**src/rtl/mac_dot_accumulator.sv**
```systemverilog
// Two-stage unsigned multiply-accumulate feeding result memory C.
// Stage 1 registers the operand product and stage 2 sums N_LEN products into one result.
module mac_dot_accumulator #(
    parameter int D_W    = 8,
    parameter int ACC_W  = 22,
    parameter int N_LEN  = 64,
    parameter int N_RES  = 4096,
    parameter int ADDR_W = 12
) (
    input  logic              clk,
    input  logic              rstn,
    input  logic              clear,
    input  logic              in_valid,
    input  logic [D_W-1:0]    in_a,
    input  logic [D_W-1:0]    in_b,
    output logic              out_valid,
    output logic [ACC_W-1:0]  out_data,
    output logic [ADDR_W-1:0] c_addr,
    output logic              c_nwrt,
    output logic              c_nce,
    output logic              done
);

    localparam int CNT_W = (N_LEN > 1) ? $clog2(N_LEN) : 1;
    localparam logic [CNT_W-1:0]  ELEM_LAST = CNT_W'(N_LEN - 1);
    localparam logic [ADDR_W-1:0] RES_LAST  = ADDR_W'(N_RES - 1);

    logic [CNT_W-1:0]   elem_cnt_q, elem_cnt_d;
    logic [ADDR_W-1:0]  res_cnt_q,  res_cnt_d;
    logic [2*D_W-1:0]   prod_q,     prod_d;
    logic               p_vld_q,    p_vld_d;
    logic               p_first_q,  p_first_d;
    logic               p_last_q,   p_last_d;
    logic [ACC_W-1:0]   acc_q,      acc_d;
    logic               out_valid_q, out_valid_d;
    logic [ACC_W-1:0]   out_data_q, out_data_d;
    logic [ADDR_W-1:0]  c_addr_q,   c_addr_d;
    logic               c_nwrt_q,   c_nwrt_d;
    logic               c_nce_q,    c_nce_d;
    logic               done_q,     done_d;

    logic               accept_s;
    logic               issue_s;
    logic [ACC_W-1:0]   sum_s;

    // Next-state logic for the counters, both pipeline stages and the memory strobes
    always_comb begin
        accept_s    = in_valid & ~done_q & ~clear;
        sum_s       = p_first_q ? ACC_W'(prod_q) : (acc_q + ACC_W'(prod_q));
        issue_s     = p_vld_q & p_last_q & ~clear;

        elem_cnt_d  = elem_cnt_q;
        res_cnt_d   = res_cnt_q;
        prod_d      = prod_q;
        p_vld_d     = accept_s;
        p_first_d   = p_first_q;
        p_last_d    = p_last_q;
        acc_d       = acc_q;
        out_valid_d = issue_s;
        out_data_d  = out_data_q;
        c_addr_d    = c_addr_q;
        done_d      = done_q;

        if (accept_s) begin
            prod_d    = in_a * in_b;
            p_first_d = (elem_cnt_q == {CNT_W{1'b0}});
            p_last_d  = (elem_cnt_q == ELEM_LAST);
            if (elem_cnt_q == ELEM_LAST) begin
                elem_cnt_d = {CNT_W{1'b0}};
            end else begin
                elem_cnt_d = elem_cnt_q + {{(CNT_W-1){1'b0}}, 1'b1};
            end
        end else begin
            elem_cnt_d = elem_cnt_q;
        end

        if (p_vld_q) begin
            acc_d = sum_s;
        end else begin
            acc_d = acc_q;
        end

        // c_addr latches the index as the result issues; the counter advances one cycle later
        if (issue_s) begin
            out_data_d = sum_s;
            c_addr_d   = res_cnt_q;
        end else begin
            out_data_d = out_data_q;
            c_addr_d   = c_addr_q;
        end

        if (out_valid_q) begin
            if (res_cnt_q == RES_LAST) begin
                res_cnt_d = {ADDR_W{1'b0}};
                done_d    = 1'b1;
            end else begin
                res_cnt_d = res_cnt_q + {{(ADDR_W-1){1'b0}}, 1'b1};
            end
        end else begin
            res_cnt_d = res_cnt_q;
        end

        if (clear) begin
            elem_cnt_d = {CNT_W{1'b0}};
            res_cnt_d  = {ADDR_W{1'b0}};
            c_addr_d   = {ADDR_W{1'b0}};
            done_d     = 1'b0;
            p_vld_d    = 1'b0;
        end else begin
            p_vld_d    = accept_s;
        end

        c_nwrt_d = ~out_valid_d;
        c_nce_d  = ~out_valid_d;
    end

    // State registers with synchronous active-low reset
    always_ff @(posedge clk) begin
        if (!rstn) begin
            elem_cnt_q  <= {CNT_W{1'b0}};
            res_cnt_q   <= {ADDR_W{1'b0}};
            prod_q      <= {(2*D_W){1'b0}};
            p_vld_q     <= 1'b0;
            p_first_q   <= 1'b0;
            p_last_q    <= 1'b0;
            acc_q       <= {ACC_W{1'b0}};
            out_valid_q <= 1'b0;
            out_data_q  <= {ACC_W{1'b0}};
            c_addr_q    <= {ADDR_W{1'b0}};
            c_nwrt_q    <= 1'b1;
            c_nce_q     <= 1'b1;
            done_q      <= 1'b0;
        end else begin
            elem_cnt_q  <= elem_cnt_d;
            res_cnt_q   <= res_cnt_d;
            prod_q      <= prod_d;
            p_vld_q     <= p_vld_d;
            p_first_q   <= p_first_d;
            p_last_q    <= p_last_d;
            acc_q       <= acc_d;
            out_valid_q <= out_valid_d;
            out_data_q  <= out_data_d;
            c_addr_q    <= c_addr_d;
            c_nwrt_q    <= c_nwrt_d;
            c_nce_q     <= c_nce_d;
            done_q      <= done_d;
        end
    end

    assign out_valid = out_valid_q;
    assign out_data  = out_data_q;
    assign c_addr    = c_addr_q;
    assign c_nwrt    = c_nwrt_q;
    assign c_nce     = c_nce_q;
    assign done      = done_q;

endmodule
```
**config.mk**
```make
export PLATFORM = sky130hd
export DESIGN_NAME = mac_dot_accumulator
export DESIGN_NICKNAME = d
export VERILOG_FILES = /design/src/rtl/mac_dot_accumulator.sv
export SDC_FILE = /design/constraint.sdc
export NUM_CORES = 1
export LEC_CHECK = 0
export CORE_ASPECT_RATIO = 0.8
export CORE_MARGIN = 4
export CORE_UTILIZATION = 55
export DETAILED_ROUTE_END_ITERATION = 7
export PLACE_DENSITY_LB_ADDON = 0.15
export SLEW_MARGIN = 20
export SYNTH_ARGS = -nofsm -noshare
export SYNTH_HDL_FRONTEND = slang
export SYNTH_SLANG_ARGS = --single-unit
```
**constraint.sdc**
```tcl
create_clock -name clk -period 6.2 [get_ports clk]
set_input_delay 1.55 -clock clk [delete_from_list [all_inputs] [get_ports clk]]
set_output_delay 1.55 -clock clk [all_outputs]
set_load 0.05 [all_outputs]
```
== After elaboration in Yosys (flattened, before gate mapping) ==
Index checks and enable logic that the tools add are counted.

* Bits in registers: 96
* Output and inout port bits: 38

* Add/subtract/negate cells: 3
* Eq/ne operators: 2
* Multiplexer cells: 3
* Reduce and logical (&&, ||, !) cells: 3
* Bitwise gates (word level): 8
* Multiply operators: 1

{| class="wikitable"
|+ Operators by type and width
! cell !! number
|-
| adder 22 x 16 -> 22 bit || 1
|-
| 2-to-1 mux 22 bit || 1
|-
| multiplier 8 x 8 -> 16 bit || 1
|-
| adder 12 x 1 -> 12 bit (second input constant) || 1
|-
| equality test 12 bit (second input constant) || 1
|-
| 2-to-1 mux 12 bit || 1
|-
| adder 6 x 1 -> 6 bit (second input constant) || 1
|-
| equality test 6 bit (second input constant) || 1
|-
| zero test 6 bit || 1
|-
| 2-to-1 mux 6 bit || 1
|-
| bitwise AND 1 bit || 4
|-
| inverter 1 bit || 4
|-
| AND reduction 2 bit || 1
|-
| OR reduction 2 bit || 1
|}

== Longest topological paths before layout ==
Gate-level depths: netlist of run 1.

* Depth after elaboration: 3
* Gate-level depth with buffers: 16
* Gate-level depth less buffers: 16

== Worst setup path after synthesis of run 1 ==
No wires, ideal clock.

* Path kind: in2reg
* From: input in_a[0]
* To: register prod_q[12]
* Slack: 0.729 ns
* Path buffers: 0
* Arrival time: 5.351 ns
* Required time: 6.080 ns
* Cell stages on the path: 14
* Path through: nand2_1 > fa_1 > fa_1 > inv_1 > fa_1 > inv_1 > fa_1 > inv_1 > ha_1 > o21a_1 > a2111oi_0 > o31ai_1 > mux2_2 > nand3_1

* Word-level cells in the longest chain between the ends: 1

{| class="wikitable"
|+ Ends and longest elaborated chain
! item !! RTL line !! RTL
|-
| from (decl) || 14 || <nowiki>input logic [D_W-1:0] in_a,</nowiki>
|-
| multiplier 8 x 8 -> 16 bit || 65 || <nowiki>prod_d = in_a * in_b;</nowiki>
|-
| to (signal assigned) || 122 || <nowiki>prod_q <= {(2*D_W){1'b0}};</nowiki>
|-
| to (signal assigned) || 136 || <nowiki>prod_q <= prod_d;</nowiki>
|-
| to (decl) || 30 || <nowiki>logic [2*D_W-1:0] prod_q, prod_d;</nowiki>
|}

Every way passes these cells.
A chain may end at the register's enable or synchronous reset.

== Final worst setup path of run 1 ==
* From: input in_b[7]
* To: register prod_q[12]

* Word-level cells in the longest chain between the ends: 1

{| class="wikitable"
|+ Ends and longest elaborated chain
! item !! RTL line !! RTL
|-
| from (decl) || 15 || <nowiki>input logic [D_W-1:0] in_b,</nowiki>
|-
| multiplier 8 x 8 -> 16 bit || 65 ||
|}

Every way passes these cells.

==> insert_results.sql, run 1 <==
INSERT INTO impl_metrics (metric_group, metric, value, unit) VALUES
('placed_design', 'hpwlAfterDp', '12300', 'um'),
('floorplan', 'design.portCount', '58', ''),
('cells_and_area', 'post_route_cells_drive_above_1_share', '4.32', '%'),
('cells_and_area', 'syn2layout_area_growth', '14.9', '%'),
('clocking', 'cts_tree', 'built', ''),
('sta', 'worst_slack', '0.415', 'ns'),
('critical_path', 'timing.critical_path.fanout_max', '8', ''),
('critical_path', 'timing.setup.critical_path_class', 'in -> reg', ''),
('cells_and_area', 'highest_count_cells_in_the_layout_ignoring_fill_and_taps', 'nand2_1, dfxtp_1, inv_1, a21oi_1, nor2_1', ''),
('sta', 'period_share', '93.3', '%'),
('floorplan', 'die_area', '14300', 'um2'),
('global_route', 'grt_pass1_wl', '27600', 'um'),
('clocking', 'post_cts_buffers', '0', ''),
('yosys', 'netlist.area_leader.share', '28.1', '%'),
('placed_design', 'total_cell_area_at_the_placement_stage', '7560', 'um2'),
('detailed_routing', 'dr.first_iter.drc_count', '508', ''),
('sta', 'finalMaxSlewViolations', '0', ''),
('sta', 'holdWs', '0.443', 'ns'),
('detailed_routing', 'remaining_drc_errors', '0', ''),
('hold_path', 'timing.hold.worst_endpoint', 'out_data[19]$_SDFFE_PN0P_', ''),
('critical_path', 'reg2reg_from', 'prod_q[0]$_SDFFE_PN0P_', ''),
('critical_path', 'critical_path.startpoint_type', 'input port', ''),
('hold_path', 'min_path_cells', '2', ''),
('clocking', 'cts_root_buf', 'clkbuf_16', ''),
('cells_and_area', 'final_standard_cell_area_without_fillers', '7860', 'um2'),
('floorplan', 'die_width', '133', 'um'),
('sta', 'setup_viol', '0', ''),
('placed_design', 'dp_slack', '0.0449', 'ns'),
('sta', 'rsz0062_at_grt', 'no', ''),
('hold_path', 'hold_class', 'reg -> reg', ''),
('global_route', 'globalRouteOverflowTotal', '0', ''),
('cells_and_area', 'insertedDiodeCount', '0', ''),
('critical_path', 'critical_path_arrival', '6.01', 'ns'),
('floorplan', 'die_height', '108', 'um'),
('floorplan', 'initial_utilization', '56.3', '%'),
('clocking', 'cts_buffer_depth', '2', ''),
('cells_and_area', 'final_core_util', '64.6', '%'),
('pwr', 'fin_total_pwr', '1.90', 'mW'),
('yosys', 'yosysUniqueCellTypes', '63', ''),
('yosys', 'post_synth_instance_area', '6840', 'um2'),
('critical_path', 'cp-end-kind', 'register', ''),
('cells_and_area', 'layout.cells.most_common', 'nand2_1', ''),
('sta', 'finClkSkew', '0.00838', 'ns'),
('placed_design', 'gp_congestion', '0.926', ''),
('yosys', 'synth-seq-cells', '96', ''),
('yosys', 'most_used_dff_post_synth', 'dfxtp_1', ''),
('placed_design', 'portBuffers', '57', ''),
('critical_path', 'reg2reg_depth', '9', ''),
('clocking', 'cts_inserted_buffers', '9', ''),
('yosys', 'ys_warn_count', '0', ''),
('detailed_routing', 'routed-via-count', '5922', ''),
('placed_design', 'placedCellCount', '1016', ''),
('yosys', 'number_of_cells_produced_by_synthesis', '828', ''),
('detailed_routing', 'routed_vias_inst', '5.74', ''),
('cells_and_area', 'final_cells', '1032', ''),
('pwr', 'max-vdd-ir-drop', '0.000149', 'V'),
('run_status', 'result_of_the_run', 'finished clean', ''),
('global_route', 'largest_net_degree_at_the_start_of_global_routing', '33', ''),
('sta', 'timing.max_slew.rel_slack', '30.2', '%'),
('sta', 'worst-slew-pin-transition', '1.05', 'ns'),
('detailed_routing', 'final_ant_viol_nets', '0', ''),
('yosys', 'syn-num-nets', '940', ''),
('cells_and_area', 'fin_nets', '987', ''),
('run', 'cap_violations', '0', ''),
('yosys', 'seq_area_frac_synth', '28.1', '%'),
('pwr', 'power.leakage', '3.22', 'nW'),
('detailed_routing', 'avgRoutedWirePerCell', '15.4', 'um'),
('critical_path', 'worst_setup_path_startpoint', 'in_b[7]', ''),
('floorplan', 'core', '12200', 'um2'),
('clocking', 'cts-resized-gates', '0', ''),
('detailed_routing', 'dr.pass1.iters', '5', '');
[synth_stat cells (16+ instances only)]
cell      instances
nor2_1           58
and2_1           54
nand2_1         114
a211oi_1         16
ha_1             55
clkbuf_1         23
fa_1             37
inv_1            63
a21oi_1          61
dfxtp_1          96
o21ai_0          36
nand3_1          31
[kinds of logic (layout without fill, tap and decap cells)]
family	count (synthesis)	in the layout	share of synthesized area, %
simple gates	318	318	22.5
compound gates	192	192	18.4
flops	96	96	28.1
buf+inv	94	146	5.25
fa+ha+maj	92	92	20.9
xor+xnor	26	26	3.33
mux	10	10	1.54
[registers in the layout, indices dropped and copies added (netlist names)]
signal / count
acc_q: 22
out_data: 22
prod_q: 16
c_addr: 12
res_cnt_q: 12
elem_cnt_q: 6
c_nce: 1
done: 1
out_valid: 1
p_first_q: 1
p_last_q: 1
p_vld_q: 1
[routing by layer]
layer | wire length (um) | track usage (%) | vias to the layer above
li1 | - | - | 2953
met1 | 7920 | 32.3 | 2832
met2 | 7230 | 39.2 | 117
met3 | 590 | 3.36 | 20
met4 | 176 | 4.60 | 0
met5 | 0 | 0 | -
[worst max path at each step]
stage / endpoint / cells past startpoint
after floorplan: prod_q[12]$_SDFFE_PN0P_ / 14
after global placement: prod_q[12]$_SDFFE_PN0P_ / 16
after detailed placement: prod_q[12]$_SDFFE_PN0P_ / 16
after CTS: prod_q[12]$_SDFFE_PN0P_ / 16
after global routing: prod_q[12]$_SDFFE_PN0P_ / 16
final: prod_q[12]$_SDFFE_PN0P_ / 16
[cell type report]
cell class | instances | area (um2)
tap | 152 | 190
clock buffer | 13 | 280
clock inverter | 3 | 22.5
timing repair buffer | 66 | 638
sequential | 96 | 1920
inverter | 64 | 240
multi-input combinational | 638 | 4570
fill | 1056 | 4300
[power by group]
part	total, mW	switching, mW	internal, mW
Clock	0.558	0.240	0.318
Combinational	0.684	0.393	0.291
Sequential	0.662	0.0222	0.640
[worst max-delay path: stages]
cell and delay, ns:
clkdlybuf4s50_1 0.59, nand2_1 0.12, fa_1 0.52, fa_1 0.55
inv_1 0.06, fa_1 0.52, inv_1 0.05, fa_1 0.52
inv_1 0.04, ha_1 0.32, o21a_1 0.14, a2111oi_0 0.45
buf_4 0.20, o31ai_1 0.07, mux2_2 0.23, nand3_1 0.05
Note: power is estimated with default switching activity, not from simulation.
==> run 2, diff against run 1 <==
ABC_AREA = 1   (was not set)
SKIP_CTS_REPAIR_TIMING = 1   (was not set)
==> insert_results.sql, run 2 <==
INSERT INTO impl_metrics (metric_group, metric, value, unit) VALUES
('run_status', 'result_of_the_run', 'finished clean', ''),
('cells_and_area', 'syn2layout_area_growth', '13.4', '%'),
('cells_and_area', 'layout.cells.most_common', 'nand2_1', ''),
('cells_and_area', 'final_core_util', '64.4', '%'),
('sta', 'finClkSkew', '0.0110', 'ns'),
('critical_path', 'timing.setup.critical_path_class', 'in -> reg', ''),
('yosys', 'synth_area_leaders', 'dfxtp_1, nand2_1, inv_1', ''),
('critical_path', 'reg2reg_depth', '5', ''),
('detailed_routing', 'routed_vias_inst', '5.05', ''),
('cells_and_area', 'post_route_cells_drive_above_1_share', '4.69', '%'),
('clocking', 'cts_root_buf', 'clkbuf_16', ''),
('clocking', 'cts.sink_count', '96', ''),
('sta', 'period_share', '91.8', '%'),
('sta', 'final_period_minus_worst_setup_slack', '5.69', 'ns'),
('global_route', 'largest_net_degree_at_the_start_of_global_routing', '38', ''),
('detailed_routing', 'dr.first_iter.drc_count', '568', ''),
('placed_design', 'gp_congestion', '0.913', ''),
('floorplan', 'design.portCount', '58', ''),
('pwr', 'p_per_area', '230', 'nW/um2'),
('global_route', 'globalRouteOverflowTotal', '0', ''),
('detailed_routing', 'remaining_drc_errors', '0', ''),
('sta', 'worst-slew-pin-transition', '0.900', 'ns'),
('placed_design', 'total_cell_area_at_the_placement_stage', '8060', 'um2'),
('critical_path', 'timing.critical_path.fanout_max', '8', ''),
('cells_and_area', 'filler_cell_count', '1231', ''),
('cells_and_area', 'insertedDiodeCount', '0', ''),
('critical_path', 'critical_path.slowest_cell', 'clkdlybuf4s50_1', ''),
('sta', 'setup_viol', '0', ''),
('critical_path', 'critical_path.startpoint_type', 'input port', ''),
('clocking', 'clock_insertion_delay_worst_skew', '0.35', 'ns'),
('sta', 'finalMaxSlewViolations', '0', ''),
('detailed_routing', 'routed-via-count', '6700', ''),
('clocking', 'cts_tree', 'built', ''),
('sta', 'rsz0062_at_grt', 'no', ''),
('yosys', 'yosysUniqueCellTypes', '43', ''),
('floorplan', 'die_height', '111', 'um'),
('yosys', 'postSynthAreaPerCell', '6.66', 'um2'),
('yosys', 'syn-num-nets', '1218', ''),
('yosys', 'synth_enable_flop_cells', '0', ''),
('critical_path', 'crit_path_cell_trace', 'clkdlybuf4s50_1 -> nand2_1 -> fa_1 -> fa_1 -> inv_1 -> fa_1 -> inv_1 -> fa_1 -> inv_1 -> ha_1 -> a21oi_1 -> o21ai_0 -> nand2_1 -> nand3_1 -> nand2_1 -> nand2_1 -> o21ai_0 -> inv_1', ''),
('global_route', 'grt_pass1_wl', '29600', 'um'),
('clocking', 'cts_max_level', '3', ''),
('global_route', 'grt_pass1_vias', '6321', ''),
('run', 'cap_violations', '0', ''),
('floorplan', 'placementRows', '37', ''),
('critical_path', 'r2r_slack', '3.66', 'ns'),
('critical_path', 'regToRegEndpoint', 'acc_q[8]$_SDFFE_PN0P_', ''),
('sta', 'max_freq', '176', 'MHz'),
('floorplan', 'die_width', '137', 'um'),
('yosys', 'post_synth_instance_area', '7360', 'um2'),
('detailed_routing', 'dr.pass1.iters', '5', ''),
('yosys', 'yosys.cell_count.top_type', 'nand2_1', ''),
('yosys', 'synth-seq-cells', '96', ''),
('global_route', 'grt_antenna_before_repair', '0', ''),
('cells_and_area', 'highest_count_cells_in_the_layout_ignoring_fill_and_taps', 'nand2_1, inv_1, dfxtp_1, nor2_1, nand3_1', ''),
('critical_path', 'reg2reg_from', 'p_first_q$_SDFFE_PN0P_', ''),
('yosys', 'number_of_cells_produced_by_synthesis', '1106', ''),
('global_route', 'gr-usage-all-layers', '23.5', '%'),
('critical_path', 'worst_path_largest_cell_delay', '0.68', 'ns'),
('critical_path', 'cp-end-kind', 'register', ''),
('hold_path', 'hold_path.startpoint', 'out_data[13]$_SDFFE_PN0P_', ''),
('cells_and_area', 'final_standard_cell_area_without_fillers', '8350', 'um2'),
('detailed_routing', 'avgRoutedWirePerCell', '12.9', 'um'),
('pwr', 'power.leakage', '4.46', 'nW'),
('detailed_routing', 'drt_wl_total', '17100', 'um'),
('floorplan', 'core', '13000', 'um2'),
('pwr', 'max-vdd-ir-drop', '0.000137', 'V'),
('hold_path', 'timing.hold.worst_endpoint', 'out_data[13]$_SDFFE_PN0P_', ''),
('placed_design', 'hpwlAfterDp', '13300', 'um'),
('hold_path', 'hold_class', 'reg -> reg', ''),
('critical_path', 'required_time_of_the_critical_path', '6.44', 'ns'),
('cells_and_area', 'fin_nets', '1258', ''),
('yosys', 'most_used_dff_post_synth', 'dfxtp_1', ''),
('clocking', 'cts_inserted_buffers', '9', ''),
('detailed_routing', 'final_ant_viol_nets', '0', ''),
('floorplan', 'initial_utilization', '56.8', '%'),
('yosys', 'seq_area_frac_synth', '26.1', '%'),
('sta', 'timing.max_slew.rel_slack', '39.6', '%'),
('yosys', 'synth_area_leader_cell', 'dfxtp_1', ''),
('yosys', 'synthArstFlopShare', '0', '%'),
('yosys', 'synth.top_cells.by_count', 'nand2_1, inv_1, dfxtp_1, nor2_1, nand3_1', ''),
('clocking', 'cts_buffer_depth', '2', ''),
('sta', 'hold_violations', '0', ''),
('yosys', 'ys_warn_count', '0', ''),
('clocking', 'clkTransAtPathRegs', '0.07', 'ns'),
('yosys', 'netlist.area_leader.share', '26.1', '%'),
('floorplan', 'die_area', '15300', 'um2'),
('hold_path', 'min_path_cells', '2', ''),
('placed_design', 'portBuffers', '57', ''),
('critical_path', 'critical_path_arrival', '5.93', 'ns'),
('sta', 'final.setup.tns', '0', 'ns'),
('pwr', 'fin_total_pwr', '1.92', 'mW');
-- run 2: cell count changes in the layout (fill, tap and decap cells not counted), sizes merged, moves of 7 or more --
cell	change
a211oi	-11
and2	-51
nand3	+33
nor2	+40
inv	+164
xnor2	-12
and3	-9
nor2b	-8
nand2	+199
o21ai	+19
o21a	-7
a21oi	-11
a21o	-10
-- run 2: cell families after synthesis --
group | Yosys count | synth area share (%)
XOR/XNOR | 10 | 1.19
flip-flops | 96 | 26.1
adder cells (fa/ha/maj) | 92 | 19.4
AO/OA/AOI/OAI | 132 | 10.1
buffers and inverters | 265 | 13.9
AND/OR/NAND/NOR | 511 | 29.3
-- run 2: how the worst max path moves through the flow --
| stage | slack (ns) | cells after the start | start | endpoint |
|---|---|---|---|---|
| finish | 0.51 | 18 | in_a[2] | prod_q[14]$_SDFFE_PN0P_ |
| global route | 0.14 | 18 | in_b[4] | prod_q[14]$_SDFFE_PN0P_ |
| CTS | 0.55 | 18 | in_a[2] | prod_q[14]$_SDFFE_PN0P_ |
| detailed placement | 0.20 | 18 | in_a[2] | prod_q[14]$_SDFFE_PN0P_ |
| global placement | 0.31 | 18 | in_a[2] | prod_q[14]$_SDFFE_PN0P_ |
| floorplan | 0.88 | 18 | in_a[0] | prod_q[14]$_SDFFE_PN0P_ |
-- run 2: layer usage --
| layer | GRT usage, % | routed length (um) | vias up |
|---|---|---|---|
| li1 | - | - | 3471 |
| met1 | 36.6 | 8890 | 3046 |
| met2 | 34.4 | 6970 | 168 |
| met3 | 4.11 | 1050 | 15 |
| met4 | 4.12 | 143 | 0 |
| met5 | 0 | 0 | - |
-- run 2: cell type report --
class	count	area [um2]	share of cell area, %
clock buffer	11	253	3.03
clock inverter	5	38.8	0.465
inverter	227	852	10.2
multi-input combinational	745	4420	52.9
sequential	96	1920	23.0
tap	175	219	2.62
timing repair buffer	67	646	7.73
-- run 2: worst max-delay path: cells and delay by family --
family,cells,cell delay (ns)
AND/OR/NAND/NOR,5,0.42
adder cells (fa/ha/maj),5,2.42
buffers and inverters,5,0.87
AO/OA/AOI/OAI,3,0.67
-- run 2: power by group --
group,switching (mW),internal [mW],leakage (nW),total [mW]
registers,0.0198,0.638,0.779,0.657
logic,0.456,0.261,3.53,0.717
clock network,0.248,0.298,0.148,0.546
-- run 2: through the flow --
stage,hold WS (ns),std cells,setup slack [ns]
5_1_grt,0.477,1326,0.141
2_1_floorplan,0.443,1106,0.884
6_report,0.455,1326,0.508
4_1_cts,0.454,1326,0.554
3_5_place_dp,0.443,1310,0.197
3_3_place_gp,0.438,1310,0.311
==> run 3, diff against run 2 <==
ABC_AREA = not set   (was 1)
==> results of run 3 <==
No change in the layout: final DEF, timing and power equal those of run 1.
